**src/rtl/alarm_buzzer_ctl.sv**
```systemverilog
// Alarm buzzer controller: qualifies the alarm match with Alarmon and drives a beeping buzzer
// with snooze (limited per event) and auto-silence; clocked by the 1 Hz pulse.
`timescale 1ns/1ps
module alarm_buzzer_ctl #(
  parameter int RING_MAX   = 60,
  parameter int SNOOZE_LEN = 300,
  parameter int MAX_SNOOZE = 3
) (
  input  logic                              clk,
  input  logic                              rst,
  input  logic                              alarm_on,
  input  logic                              buzz_req,
  input  logic                              snooze,
  output logic                              buzz,
  output logic                              ringing,
  output logic [$clog2(MAX_SNOOZE+1)-1:0]   snooze_count
);

  localparam int RW = $clog2(RING_MAX);
  localparam int SW = $clog2(SNOOZE_LEN);
  localparam int CW = $clog2(MAX_SNOOZE+1);

  localparam logic [RW-1:0] RING_LAST = RW'(RING_MAX-1);
  localparam logic [SW-1:0] SNZ_LAST  = SW'(SNOOZE_LEN-1);
  localparam logic [CW-1:0] SNZ_LIMIT = CW'(MAX_SNOOZE);

  typedef enum logic [1:0] {
    ST_IDLE,
    ST_RING,
    ST_SNOOZE,
    ST_SILENCED
  } state_t;

  state_t          state;
  logic            req_d;
  logic            snz_d;
  logic [RW-1:0]   ring_ct;
  logic [SW-1:0]   snz_ct;

  logic req_rise;
  logic snz_rise;

  assign req_rise = buzz_req & ~req_d;
  assign snz_rise = snooze & ~snz_d;

  always_ff @(posedge clk or negedge rst) begin
    if (!rst) begin
      state        <= ST_IDLE;
      req_d        <= 1'b0;
      snz_d        <= 1'b0;
      ring_ct      <= '0;
      snz_ct       <= '0;
      snooze_count <= '0;
    end else begin
      req_d <= buzz_req;
      snz_d <= snooze;
      // Alarmon off cancels the event outright, whatever else happens this cycle.
      if (!alarm_on) begin
        state        <= ST_IDLE;
        ring_ct      <= '0;
        snz_ct       <= '0;
        snooze_count <= '0;
      end else begin
        case (state)
          ST_IDLE: begin
            if (req_rise) begin
              state   <= ST_RING;
              ring_ct <= '0;
            end
          end
          ST_RING: begin
            // Snooze beats timeout when both land on the last ring cycle.
            if (snz_rise && (snooze_count < SNZ_LIMIT)) begin
              state        <= ST_SNOOZE;
              snz_ct       <= '0;
              snooze_count <= snooze_count + 1'b1;
            end else if (ring_ct == RING_LAST) begin
              state <= ST_SILENCED;
            end else begin
              ring_ct <= ring_ct + 1'b1;
            end
          end
          ST_SNOOZE: begin
            // Event is latched: expiry re-rings even if buzz_req has since dropped.
            if (snz_ct == SNZ_LAST) begin
              state   <= ST_RING;
              ring_ct <= '0;
            end else begin
              snz_ct <= snz_ct + 1'b1;
            end
          end
          ST_SILENCED: begin
            if (!buzz_req) begin
              state        <= ST_IDLE;
              snooze_count <= '0;
            end
          end
          default: state <= ST_IDLE;
        endcase
      end
    end
  end

  assign buzz    = (state == ST_RING) & ~ring_ct[0];
  assign ringing = (state == ST_RING) | (state == ST_SNOOZE);

endmodule

```
**config.mk**
```make
export PLATFORM = sky130hd
export DESIGN_NAME = alarm_buzzer_ctl
export DESIGN_NICKNAME = d
export VERILOG_FILES = /design/src/rtl/alarm_buzzer_ctl.sv
export SDC_FILE = /design/constraint.sdc
export NUM_CORES = 1
export LEC_CHECK = 0
export BUFFER_PORTS_ARGS = -buffer_cell sky130_fd_sc_hd__buf_2
export CORE_UTILIZATION = 59
export CTS_CLUSTER_DIAMETER = 40
export CTS_CLUSTER_SIZE = 25
export DETAILED_ROUTE_END_ITERATION = 6
export PLACE_DENSITY = 0.74
export SLEW_MARGIN = 15
export SYNTH_ARGS = -nofsm -noshare
export SYNTH_HDL_FRONTEND = slang
export SYNTH_SLANG_ARGS = --single-unit
```
**constraint.sdc**
```tcl
create_clock -name clk -period 2.35 [get_ports clk]
set_clock_uncertainty 0.05 [all_clocks]
set_input_delay 0.1175 -clock clk [delete_from_list [all_inputs] [get_ports clk]]
set_output_delay 0.1175 -clock clk [all_outputs]
set_load 0.01 [all_outputs]
```
==> out/results.tsv <==
metric	value	unit
initial_core_util	65.7	%
ys_seq_area_share	39.2	%
critPathSlowestCell	or3b_4	
synth_most_common_cell	dfrtp_1	
yosysWarnings	0	
yosys-top-cells-count	dfrtp_1, inv_1, nand2_1, ha_1, o21ai_1	
finalHoldViolations	0	
grt_pass1_wl	4.95	mm
num_io_pins	9	
synth-edff-count	0	
synth_async_sr_flop_share	100	%
startpoint_type	flop	
rsz0062_at_grt	no	
gp_congestion	0.773	
powerDensity	493	nW/µm²
drive_above_1_share	14.5	%
critical_path.endpoint_type	flop	
arrival	2.34	ns
cts_root_buf	clkbuf_4	
hp-class	input pin to flop	
required	2.54	ns
p_leak	0.637	nW
synth_fp_nets	151	
outcome	finished, final reports clean	
ys_types	46	
tns	0	ns
die_area	2470	µm²
nets	165	
clock-sinks	21	
core_region_area	2040	µm²
antenna_found_initial	0	
grt_max_degree	22	
cp_max_fo	14	
hpwl	2.04	mm
relSlewSlack	68.5	%
tightest_slew	0.472	ns
route.vias.total	1142	
die_h	49.7	µm
ant_nets	0	
antennaDiodeCount	0	
finalWirelength	2.81	mm
placementRows	16	
synth_area	1340	µm²
period_minus_slack	2.15	ns
criticalPathCategory	flop to flop	
dr.pass1.iters	4	
cts_max_level	1	
drtIter0Drc	24	
fin_crit_sh	91.3	%
setup_slack	0.203	ns
crit_chain	ha_1 -> or3b_4 -> a221o_1 -> or3_1 -> o21ai_1	
path_clk_slew	0.11	ns
peakVddDrop	0.442	mV
cts_tree	yes	
post_drt_wl_per_cell	15.7	µm
post-place-ws	0.236	ns
viasPerCell	6.38	
timing.fmax	466	MHz
max_stage_delay	0.47	ns
numCtsBuffers	3	
synth_top_area_cell	dfrtp_1	
slew_viol_final	0	
chipWidth	49.7	µm
synth.top_cell.area_share	39.2	%
cp_top_family	simple AND/OR/NAND/NOR gates	
setup_violations	0	
syn_area_per_cell	9.65	µm²
clk_path_buf_depth	2	
clock_latency	0.31	ns
synth_ff_type	dfrtp_1	
first_global_vias	1108	
gr-usage-all-layers	26.5	%
grt_overflow	0	
maxCapViolCount	0	
netlist_instances	139	
yosys-top-cells-area	dfrtp_1, ha_1, inv_1	
syn_to_final_growth	9.33	%
crit_buf_inv	0	
synth_seq_cells	21	
remaining_drc_errors	0	
port_buffers	8	
total_power	0.000723	W
[final cells by class]
type / count / area, µm²
Clock buffer: 4 / 26.3
Fill cell: 160 / 576
Inverter: 11 / 41.3
Multi-Input combinational cell: 104 / 762
Sequential cell: 21 / 526
Tap cell: 27 / 33.8
Timing Repair Buffer: 12 / 77.6
[final timing paths]
check | depth (start not counted) | start | end | slack [ns]
max | 5 | snooze_count[0] | snz_ct[5] | 0.20
min | 3 | alarm_on | snz_ct[4] | 0.11
max reg2reg | 5 | snooze_count[0] | snz_ct[5] | 0.20
min reg2reg | 1 | ring_ct[5] | ring_ct[5] | 0.45
max in group asynchronous | 2 | rst | ring_ct[2] | 1.70
min in group asynchronous | 2 | rst | snooze_count[1] | 0.23
[worst register-to-register path, stage by stage, from the launching register on]
cell and delay (ns):
dfrtp_1 0.44, ha_1 0.21, or3b_4 0.47, a221o_1 0.47, or3_1 0.37, o21ai_1 0.09
[power breakdown]
part           internal, W  total [W]  switching (W)  leakage (nW)
registers         0.000373   0.000385      0.0000122         0.287
logic            0.0000633   0.000163      0.0000998         0.335
clock network    0.0000664   0.000175       0.000108        0.0150
total             0.000502   0.000723       0.000220         0.637
[what timing repair did]
item,4_1_cts,5_1_grt
buffers inserted,0,0
resized for setup,0,0
hold buffers,3,0
endpoints found under the hold margin,23,0
[stage by stage]
step	cell area (µm²)	std cells	util (%)	hold slack, ns
2_1_floorplan	1340	139	-	-0.228
5_1_grt	1470	179	71.8	0.122
6_report	1470	179	71.8	0.111
4_1_cts	1470	179	71.8	0.0973
3_3_place_gp	1410	172	69.1	0.0442
3_5_place_dp	1410	172	69.1	0.0439
[metal layers]
layer	part of all wire (%)	track usage, %
met1	47	35.5
met2	46	42.3
met3	4.8	4.01
met4	2.4	11.4
met5	0	0
[cell families (layout without fill, tap and decap cells)]
kind of cell,Yosys count,count (layout),synth area share [%]
buffers and inverters,14,27,4.01
AO/OA/AOI/OAI,48,48,26.8
multiplexers,2,2,1.49
flip-flops,21,21,39.2
adder cells (fa/ha/maj),7,7,6.53
AND/OR/NAND/NOR,47,47,22.0
[flip-flops by register name (all words and copies together), names as in the netlist]
signal,count
state,2
snz_d,1
req_d,1
ring_ct,6
snooze_count,2
snz_ct,9
[layout by cell type (no fill, tap or decap), types with 2 or more instances in the layout]
cell type / n
nand4_1: 5
mux2i_1: 2
and4bb_4: 2
a31oi_1: 2
o31ai_1: 4
nand2_1: 10
a21boi_0: 2
clkbuf_4: 3
a311oi_1: 2
nand2b_1: 3
o21ai_0: 2
o21ai_1: 7
o41ai_1: 3
or3_1: 3
dlygate4sd3_1: 3
o21a_1: 2
buf_2: 8
ha_1: 7
and3_1: 3
dfrtp_1: 21
a2bb2oi_1: 2
o22ai_1: 2
inv_1: 11
a21oi_1: 6
and2_1: 4
nor2_1: 5
a41oi_1: 2
nand4bb_1: 2
o211ai_2: 2
nand3_1: 3
No activity file was read; power rests on OpenSTA's default activity.
